<file path="config.mk">
export PLATFORM = sky130hd
export DESIGN_NAME = scoreboard_multi_controller
export DESIGN_NICKNAME = d
export VERILOG_FILES = /design/src/rtl/scoreboard_multi_controller.sv
export SDC_FILE = /design/constraint.sdc
export NUM_CORES = 1
export LEC_CHECK = 0
export ABC_AREA = 0
export CAP_MARGIN = 20
export CORE_AREA = 2 2 70 72
export DETAILED_ROUTE_END_ITERATION = 12
export DIE_AREA = 0 0 72 74
export PLACE_DENSITY = 0.83
export SETUP_SLACK_MARGIN = 0.1
export SLEW_MARGIN = 10
export SYNTH_ARGS = -nofsm -noshare
export SYNTH_HDL_FRONTEND = slang
export SYNTH_SLANG_ARGS = --single-unit
export TNS_END_PERCENT = 20
</file>
<file path="constraint.sdc">
create_clock -name clk_i -period 7.2 [get_ports clk_i]
set_clock_uncertainty 0.2 [all_clocks]
set_input_delay 1.44 -clock clk_i [delete_from_list [all_inputs] [get_ports clk_i]]
set_output_delay 1.44 -clock clk_i [all_outputs]
set_load 0.05 [all_outputs]
</file>
<file path="src/rtl/scoreboard_multi_controller.sv">
// Multi-player score engine: per-button sync/debounce/edge front end,
// lowest-index arbitration, saturating scores and a deuce-style win rule.

module scoreboard_btn_frontend #(
    parameter int DEBOUNCE_CYC = 4
) (
    input  logic i_clk,
    input  logic i_rst,
    input  logic i_btn,
    output logic o_press
);
    localparam int CNT_W = $clog2(DEBOUNCE_CYC + 1);
    localparam logic [CNT_W-1:0] CNT_MAX = CNT_W'(DEBOUNCE_CYC);

    logic             r_sync1;
    logic             r_sync2;
    logic [1:0]       r_vld;
    logic             r_lvl;
    logic             r_prev;
    logic             r_armed;
    logic             r_press;
    logic [CNT_W-1:0] r_cnt;
    logic [CNT_W-1:0] w_cnt_inc;
    logic             w_rise;

    assign w_cnt_inc = r_cnt + CNT_W'(1);
    assign w_rise    = r_lvl & ~r_prev;
    assign o_press   = r_press;

    // A button held through reset must be seen low once before it can score.
    always_ff @(posedge i_clk) begin
        if (i_rst) begin
            r_sync1 <= 1'b0;
            r_sync2 <= 1'b0;
            r_vld   <= 2'b00;
            r_lvl   <= 1'b0;
            r_prev  <= 1'b0;
            r_armed <= 1'b0;
            r_press <= 1'b0;
            r_cnt   <= '0;
        end else begin
            r_sync1 <= i_btn;
            r_sync2 <= r_sync1;
            r_vld   <= {r_vld[0], 1'b1};
            r_prev  <= r_lvl;
            r_press <= w_rise & r_armed;
            if (r_sync2 == r_lvl) begin
                r_cnt <= '0;
            end else if (w_cnt_inc == CNT_MAX) begin
                r_lvl <= r_sync2;
                r_cnt <= '0;
            end else begin
                r_cnt <= w_cnt_inc;
            end
            if (r_vld[1] && !r_sync2 && !r_lvl) begin
                r_armed <= 1'b1;
            end
        end
    end
endmodule

module scoreboard_multi_controller #(
    parameter int NUM_PLAYERS  = 2,
    parameter int SCORE_W      = 8,
    parameter int DEBOUNCE_CYC = 4,
    parameter int WIN_SCORE    = 11,
    parameter int WIN_MARGIN   = 2
) (
    input  logic                           clk_i,
    input  logic                           rst_i,
    input  logic [NUM_PLAYERS-1:0]         buttons_i,
    input  logic                           dec_mode_i,
    input  logic                           new_game_i,
    output logic [NUM_PLAYERS*SCORE_W-1:0] scores_o,
    output logic                           point_o,
    output logic [1:0]                     point_idx_o,
    output logic                           game_over_o,
    output logic [1:0]                     winner_o
);
    localparam logic [SCORE_W-1:0] SCORE_MAX = '1;
    localparam logic [31:0]        WIN_S     = 32'(WIN_SCORE);
    localparam logic [31:0]        WIN_M     = 32'(WIN_MARGIN);

    typedef enum logic {
        ST_PLAY,
        ST_OVER
    } state_t;

    state_t               r_state;
    state_t               w_state_nxt;
    logic [SCORE_W-1:0]   r_score [NUM_PLAYERS];
    logic                 r_point;
    logic [1:0]           r_point_idx;
    logic [1:0]           r_winner;

    logic [NUM_PLAYERS-1:0] w_press;
    logic                   w_evt_any;
    logic [1:0]             w_evt_idx;
    logic [SCORE_W-1:0]     w_sel;
    logic [SCORE_W-1:0]     w_score_new;
    logic                   w_win;
    logic [1:0]             w_win_idx;
    logic                   w_clear;
    logic                   w_upd;
    logic                   w_point_nxt;
    logic [1:0]             w_idx_nxt;
    logic [1:0]             w_winner_nxt;

    for (genvar g = 0; g < NUM_PLAYERS; g++) begin : g_btn
        scoreboard_btn_frontend #(
            .DEBOUNCE_CYC(DEBOUNCE_CYC)
        ) u_fe (
            .i_clk  (clk_i),
            .i_rst  (rst_i),
            .i_btn  (buttons_i[g]),
            .o_press(w_press[g])
        );
        assign scores_o[g*SCORE_W +: SCORE_W] = r_score[g];
    end

    assign point_o     = r_point;
    assign point_idx_o = r_point_idx;
    assign game_over_o = (r_state == ST_OVER);
    assign winner_o    = r_winner;

    // Lowest-index press wins; the rest are dropped.
    always_comb begin
        w_evt_any = 1'b0;
        w_evt_idx = '0;
        w_sel     = '0;
        for (int p = NUM_PLAYERS - 1; p >= 0; p--) begin
            if (w_press[p]) begin
                w_evt_any = 1'b1;
                w_evt_idx = 2'(p);
                w_sel     = r_score[p];
            end
        end
    end

    always_comb begin
        w_score_new = w_sel;
        if (dec_mode_i) begin
            if (w_sel != '0) begin
                w_score_new = w_sel - SCORE_W'(1);
            end
        end else if (w_sel != SCORE_MAX) begin
            w_score_new = w_sel + SCORE_W'(1);
        end
    end

    always_comb begin
        logic v_lead;
        w_win     = 1'b0;
        w_win_idx = '0;
        for (int p = NUM_PLAYERS - 1; p >= 0; p--) begin
            v_lead = (32'(r_score[p]) >= WIN_S);
            for (int q = 0; q < NUM_PLAYERS; q++) begin
                if (q != p && 32'(r_score[p]) < 32'(r_score[q]) + WIN_M) begin
                    v_lead = 1'b0;
                end
            end
            if (v_lead) begin
                w_win     = 1'b1;
                w_win_idx = 2'(p);
            end
        end
    end

    always_comb begin
        w_state_nxt  = r_state;
        w_winner_nxt = r_winner;
        w_idx_nxt    = r_point_idx;
        w_point_nxt  = 1'b0;
        w_clear      = 1'b0;
        w_upd        = 1'b0;
        unique case (r_state)
            ST_PLAY: begin
                if (new_game_i) begin
                    w_clear      = 1'b1;
                    w_winner_nxt = '0;
                end else if (w_win) begin
                    w_state_nxt  = ST_OVER;
                    w_winner_nxt = w_win_idx;
                end else if (w_evt_any) begin
                    w_upd       = 1'b1;
                    w_point_nxt = 1'b1;
                    w_idx_nxt   = w_evt_idx;
                end
            end
            ST_OVER: begin
                if (new_game_i) begin
                    w_clear      = 1'b1;
                    w_state_nxt  = ST_PLAY;
                    w_winner_nxt = '0;
                end
            end
            default: begin
                w_state_nxt = ST_PLAY;
            end
        endcase
    end

    always_ff @(posedge clk_i) begin
        if (rst_i) begin
            r_state     <= ST_PLAY;
            r_point     <= 1'b0;
            r_point_idx <= '0;
            r_winner    <= '0;
            for (int p = 0; p < NUM_PLAYERS; p++) begin
                r_score[p] <= '0;
            end
        end else begin
            r_state     <= w_state_nxt;
            r_point     <= w_point_nxt;
            r_point_idx <= w_idx_nxt;
            r_winner    <= w_winner_nxt;
            for (int p = 0; p < NUM_PLAYERS; p++) begin
                if (w_clear) begin
                    r_score[p] <= '0;
                end else if (w_upd && w_evt_idx == 2'(p)) begin
                    r_score[p] <= w_score_new;
                end
            end
        end
    end
endmodule
</file>
==> results.py, run 1 <==
metrics = {
    "timing": {
        "hold_violations": 0,
        "totalNegativeSetupSlack_ns": 0,
        "slew_violations": 0,
        "rsz0062_at_grt": "no",
        "fin_crit_sh": 0.4880,
        "worst_pin_slew_ns": 1.028,
        "fmax_mhz": 284.6,
        "min_period_ns": 3.514,
        "setup_violations": 0,
        "relSlewSlack": 0.3135,
        "hold_ws_ns": 0.2364,
    },
    "worst_setup_path": {
        "critical_path_class": "flip-flop to flip-flop",
        "cp-startpoint": "r_score[0][2]",
        "path_max_fanout": 10,
        "crit_path_end_kind": "flip-flop",
        "worstPathCellList": "ha_1 > nand3_1 > nor2_1 > xnor2_1 > ha_1 > and3_1 > a221oi_1 > o21ai_1 > a221oi_4 > nand2_1 > nand2_1",
        "worstSetupStartpointType": "flip-flop",
        "arrival_ns": 3.27,
        "r2r_setup_slack_ns": 3.69,
        "cp.required_ns": 6.96,
        "r2r-start": "r_score[0][2]",
        "worstSetupEndpoint": "r_score[1][7]",
        "rr_endpoint": "r_score[1][7]",
        "slowest_delay_ns": 0.54,
        "slowest_stage": "edfxtp_1",
        "r2r_cells": 11,
    },
    "cts": {
        "clock_sinks": 40,
        "clock_tree.htree_level_count": 2,
        "root_buffer": "clkbuf_8",
        "clock_path_buffers": 2,
        "ctsResizeCount": 0,
        "holdBufCountCts": 0,
        "cts_tree": "done",
        "clk_pin_slew_worst_paths_ns": 0.08,
        "cts_setup_buffers": 0,
        "cts_made_buffers": 5,
        "clock_latency_ns": 0.29,
    },
    "synthesis": {
        "seq_area_frac_synth": 0.3561,
        "syn_inst": 294,
        "synth_edf_count": 16,
        "avgSynthCellArea_sq_um": 9.180,
        "ys_types": 57,
        "synth_area_sq_um": 2699,
        "synth-async-reset-ratio": 0,
        "ys_seq_elements": 40,
        "synth_top_flop_cell": "dfxtp_1",
        "ys_warn_count": 0,
    },
    "status": {
        "outcome": "finished clean",
    },
    "global_route": {
        "grt_use_met3": 0.03794,
        "grt.total_usage": 0.2395,
        "gr-max-usage-layer": "met2",
        "grtUsageMet1": 0.3010,
        "grt_pass1_wl_mm": 9.922,
        "gr-usage-met2": 0.4053,
        "overflow": 0,
        "grt_pass1_vias": 2071,
        "grt_max_degree": 38,
        "antenna_found_initial": 0,
    },
    "route": {
        "post_drt_wl_per_cell_um": 16.57,
        "drt.antenna.violating_nets": 0,
        "dr.pass1.iters": 5,
        "avgViaCountPerCell": 6.221,
        "num_vias": 2283,
        "drtIter0Drc": 197,
        "wl_mm": 6.080,
        "drc_errors": 0,
    },
    "floorplanning": {
        "dieHeight_um": 74,
        "die_area_sq_um": 5328,
        "fp.dieW_um": 72,
        "initial_core_util": 0.5869,
        "rows": 25,
        "core_sq_um": 4598,
        "num_io_pins": 28,
    },
    "placement": {
        "port-buffer-count": 25,
        "dp_hpwl_mm": 4.406,
        "placed_area_sq_um": 2913,
        "gp_congestion": 0.9632,
        "dp.cells": 359,
    },
    "power_and_ir_drop": {
        "power.density_nw_per_um2": 169.0,
        "p_leak_nw": 1.257,
        "ir_drop_mv": 0.1822,
    },
    "layout": {
        "final_area_sq_um": 3035,
        "synthToLayoutAreaGrowth_pct": 12.47,
        "layoutNonFillerInstCount": 367,
        "drive_above_1_share": 0.05112,
        "nFillCells": 368,
        "diodes": 0,
        "final_cell_mix": "clkdlybuf4s50_1 (25), dfxtp_1 (24), nand2_1 (23), nor2_1 (22), ha_1 (22)",
        "finalNetCount": 340,
        "layout_commonest_cell": "clkdlybuf4s50_1",
    },
    "min_path": {
        "holdCritPathClass": "flip-flop to flip-flop",
    },
    "run": {
        "drv_cap": 0,
    },
}
how the worst min path moves through the flow:
stage / start / endpoint / slack [ns] / cells past startpoint
finish: g_btn[0].u_fe.r_vld[0] / g_btn[1].u_fe.r_vld[1] / 0.24 / 1
global route: g_btn[1].u_fe.r_sync1 / g_btn[1].u_fe.r_sync2 / 0.26 / 1
CTS: g_btn[0].u_fe.r_vld[0] / g_btn[1].u_fe.r_vld[1] / 0.24 / 1
detailed placement: g_btn[0].u_fe.r_vld[0] / g_btn[1].u_fe.r_vld[1] / 0.22 / 1
global placement: g_btn[0].u_fe.r_sync1 / g_btn[0].u_fe.r_sync2 / 0.22 / 1
floorplan: g_btn[0].u_fe.r_sync1 / g_btn[0].u_fe.r_sync2 / 0.21 / 1
logic make-up after synthesis:
family	after synthesis	share of synthesized area
multiplexers	1	0.003709
XOR/XNOR	21	0.06815
AO/OA/AOI/OAI	62	0.1655
other	1	0.001389
AND/OR/NAND/NOR	126	0.2550
flip-flops	40	0.3560
adder cells (fa/ha/maj)	22	0.1020
buffers and inverters	21	0.04821
critical path: cells and delay by family, from the launching register on:
family | cells | cell delay, ns
XOR/XNOR | 1 | 0.14
AO/OA/AOI/OAI | 3 | 0.86
flip-flops | 1 | 0.54
adder cells (fa/ha/maj) | 2 | 0.52
AND/OR/NAND/NOR | 5 | 0.93
power by group:
group          total, mW  switching (mW)  leakage [nW]  internal [mW]
sequential         0.256          0.0136         0.374          0.242
combinational     0.0721          0.0447         0.821         0.0273
clock              0.185          0.0743        0.0618          0.111
total              0.513           0.133          1.26          0.380
cells in the mapped netlist, types with 4 or more instances:
library cell | count | area share
edfxtp_1 | 16 | 0.18
xnor2_1 | 9 | 0.029
ha_1 | 22 | 0.10
buf_2 | 5 | 0.0093
dfxtp_1 | 24 | 0.18
and3_1 | 17 | 0.039
nor2b_1 | 10 | 0.023
and3b_1 | 4 | 0.013
nand3_1 | 14 | 0.026
nor3_1 | 6 | 0.011
nand2_1 | 23 | 0.032
a21o_1 | 8 | 0.022
a22o_1 | 4 | 0.013
nand4b_1 | 4 | 0.013
xor2_1 | 12 | 0.039
inv_1 | 6 | 0.0083
nor2_1 | 22 | 0.031
o21ai_0 | 7 | 0.013
and2_1 | 4 | 0.0093
a31oi_1 | 5 | 0.012
a21oi_1 | 13 | 0.024
through the flow:
stage                 util  total power [mW]  worst slack, ns
finish              0.6601            0.5130            3.686
global route        0.6601            0.5328            3.452
CTS                 0.6601            0.5157            3.703
detailed placement  0.6335            0.3326            3.719
global placement    0.6335            0.3311            3.799
floorplan                -            0.3118            3.776
metal layers:
metal / routed length (um) / vias to the layer above
met3: 356 / 18
met5: 0 / -
met4: 133 / 0
met2: 2979 / 87
li1: - / 1107
met1: 2610 / 1071
layout make-up:
class | instances | area [sq um] | share of cell area
inverter | 6 | 22.52 | 0.007420
sequential | 40 | 960.9 | 0.3166
clock buffer | 8 | 122.6 | 0.04040
tap | 54 | 67.56 | 0.02226
timing repair buffer | 25 | 250.2 | 0.08244
multi-input combinational | 234 | 1612 | 0.5309
state kept, by name (all words and copies together), names as in the netlist, 2 cells and up:
| register | flops |
|---|---|
| g_btn.u_fe.r_prev | 2 |
| g_btn.u_fe.r_lvl | 2 |
| g_btn.u_fe.r_armed | 2 |
| g_btn.u_fe.r_cnt | 6 |
| g_btn.u_fe.r_sync1 | 2 |
| g_btn.u_fe.o_press | 2 |
| r_score | 16 |
| g_btn.u_fe.r_sync2 | 2 |
| g_btn.u_fe.r_vld | 2 |
Power figures use the tool's default switching activity.
==> run 2, diff against run 1 <==
CORE_AREA = 2 2 72 74   (was 2 2 70 72)
DIE_AREA = 0 0 74 76   (was 0 0 72 74)
PLACE_DENSITY = 0.79   (was 0.83)
clock period = 3.48 ns   (was 7.2 ns; I/O delays follow)
==> results.py, run 2 (synthesized netlist as in run 1, its figures left out) <==
metrics = {
    "floorplanning": {
        "dieHeight_um": 76,
        "die_area_sq_um": 5624,
        "num_io_pins": 28,
        "core_sq_um": 4912,
        "fp.dieW_um": 74,
        "initial_core_util": 0.5494,
        "rows": 26,
    },
    "global_route": {
        "grt_max_degree": 18,
        "grt.total_usage": 0.2410,
        "grt_pass1_wl_mm": 10.57,
        "grt_pass1_vias": 2265,
        "antenna_found_initial": 0,
        "overflow": 0,
    },
    "timing": {
        "hold_violations": 0,
        "min_period_ns": 3.231,
        "setup_violations": 0,
        "relSlewSlack": 0.6132,
        "totalNegativeSetupSlack_ns": 0,
        "worst_pin_slew_ns": 0.5790,
        "fin_ws_ns": 0.2490,
        "slew_violations": 0,
        "rsz0062_at_grt": "yes",
        "fin_crit_sh": 0.9285,
        "fmax_mhz": 309.5,
    },
    "route": {
        "post_drt_wl_per_cell_um": 15.90,
        "wl_mm": 6.358,
        "num_vias": 2371,
        "drc_errors": 0,
        "dr.pass1.iters": 5,
        "drtIter0Drc": 198,
        "drt.antenna.violating_nets": 0,
        "avgViaCountPerCell": 5.928,
    },
    "run": {
        "drv_cap": 0,
    },
    "layout": {
        "layoutNonFillerInstCount": 400,
        "nFillCells": 424,
        "final_cell_mix": "clkdlybuf4s50_1 (25), dfxtp_1 (24), nand2_1 (22), nor2_1 (22), ha_1 (22)",
        "largestRegisters": "r_score x16, g_btn.u_fe.r_cnt x6",
        "largest_reg_flops": 16,
        "synthToLayoutAreaGrowth_pct": 16.69,
        "diodes": 0,
        "utilization": 0.6411,
        "top_register": "r_score",
        "drive_above_1_share": 0.1030,
        "layout_commonest_cell": "clkdlybuf4s50_1",
        "finalNetCount": 357,
    },
    "placement": {
        "dp_hpwl_mm": 4.746,
        "post-place-ws_ns": 0.1529,
        "gp_congestion": 0.8238,
        "port-buffer-count": 25,
        "dp.cells": 388,
    },
    "cts": {
        "holdBufCountCts": 0,
        "root_buffer": "clkbuf_8",
        "clock_path_buffers": 2,
        "clk_pin_slew_worst_paths_ns": 0.07,
        "cts_made_buffers": 5,
        "cts_tree": "done",
        "clock_tree.htree_level_count": 2,
        "clock_latency_ns": 0.29,
        "clock_sinks": 40,
    },
    "worst_setup_path": {
        "worstSetupStartpointType": "flip-flop",
        "rr_endpoint": "r_score[0][2]",
        "r2r_cells": 11,
        "cp.required_ns": 3.23,
        "path_max_fanout": 8,
        "arrival_ns": 2.98,
        "r2r-start": "r_score[0][1]",
        "r2r_setup_slack_ns": 0.25,
        "crit_path_end_kind": "flip-flop",
        "critical_path_class": "flip-flop to flip-flop",
    },
    "min_path": {
        "whs_endpoint": "g_btn[1].u_fe.r_sync2",
        "whs_path_depth": 1,
        "holdCritPathClass": "flip-flop to flip-flop",
        "worstHoldStart": "g_btn[1].u_fe.r_sync1",
    },
    "power_and_ir_drop": {
        "power.density_nw_per_um2": 311.6,
        "p_total_mw": 0.9813,
        "ir_drop_mv": 0.3295,
        "p_leak_nw": 1.326,
    },
    "status": {
        "outcome": "finished clean",
    },
}
==> run 2: critical path, cell delays in order (launching register included) <==
cell      delay (ns)
edfxtp_1        0.44
ha_1            0.25
nand3_1         0.12
nor2_1          0.06
xnor2_1         0.12
ha_1            0.29
and3_1          0.20
a221oi_1        0.24
o21ai_1         0.18
a221oi_4        0.38
nand2_1         0.09
nand2_1         0.32
==> run 2: final cells by class <==
type                            instances  area [sq um]  share of cell area
Tap cell                               70         87.58             0.02781
Inverter                                6         22.52            0.007151
Clock buffer                            7         76.32             0.02424
Timing Repair Buffer                   42         377.9              0.1200
Clock inverter                          1         5.005            0.001589
Multi-Input combinational cell        234          1619              0.5141
Sequential cell                        40         960.9              0.3051
==> run 2: power breakdown <==
group          leakage [nW]  switching [mW]  internal, mW
sequential            0.374          0.0197         0.502
clock                0.0422           0.148         0.140
combinational         0.910           0.105        0.0667
total                  1.33           0.273         0.709
==> run 2: worst max-delay path by stage <==
stage | start | to | slack (ns) | cells after the start
2_1_floorplan | r_score[0][2] | r_score[0][0] | 0.06 | 11
3_3_place_gp | r_score[0][4] | r_score[0][1] | 0.26 | 11
3_5_place_dp | r_score[0][1] | r_score[0][1] | 0.15 | 12
4_1_cts | r_score[0][1] | r_score[0][1] | 0.13 | 12
5_1_grt | r_score[0][1] | r_score[0][6] | 0.05 | 12
6_report | r_score[0][1] | r_score[0][2] | 0.25 | 11
==> run 2: per-stage QoR <==
| step | hold slack [ns] | cell area, sq um |
|---|---|---|
| global route | 0.2608 | 3149 |
| floorplan | 0.2138 | 2703 |
| CTS | 0.2493 | 3112 |
| detailed placement | 0.2324 | 3030 |
| global placement | 0.2158 | 3030 |
| finish | 0.2426 | 3149 |
==> run 2: layer usage <==
layer / up-vias / track usage / routed length [um]
met5: - / 0 / 0
met1: 1099 / 0.3078 / 2642
met3: 28 / 0.06349 / 425
met4: 0 / 0.1073 / 241
li1: 1150 / - / -
met2: 94 / 0.3777 / 3049
==> run 2: timing repair <==
item,CTS,global route
setup endpoints to repair,0,33
buffers inserted,0,4
gates resized for setup,0,2
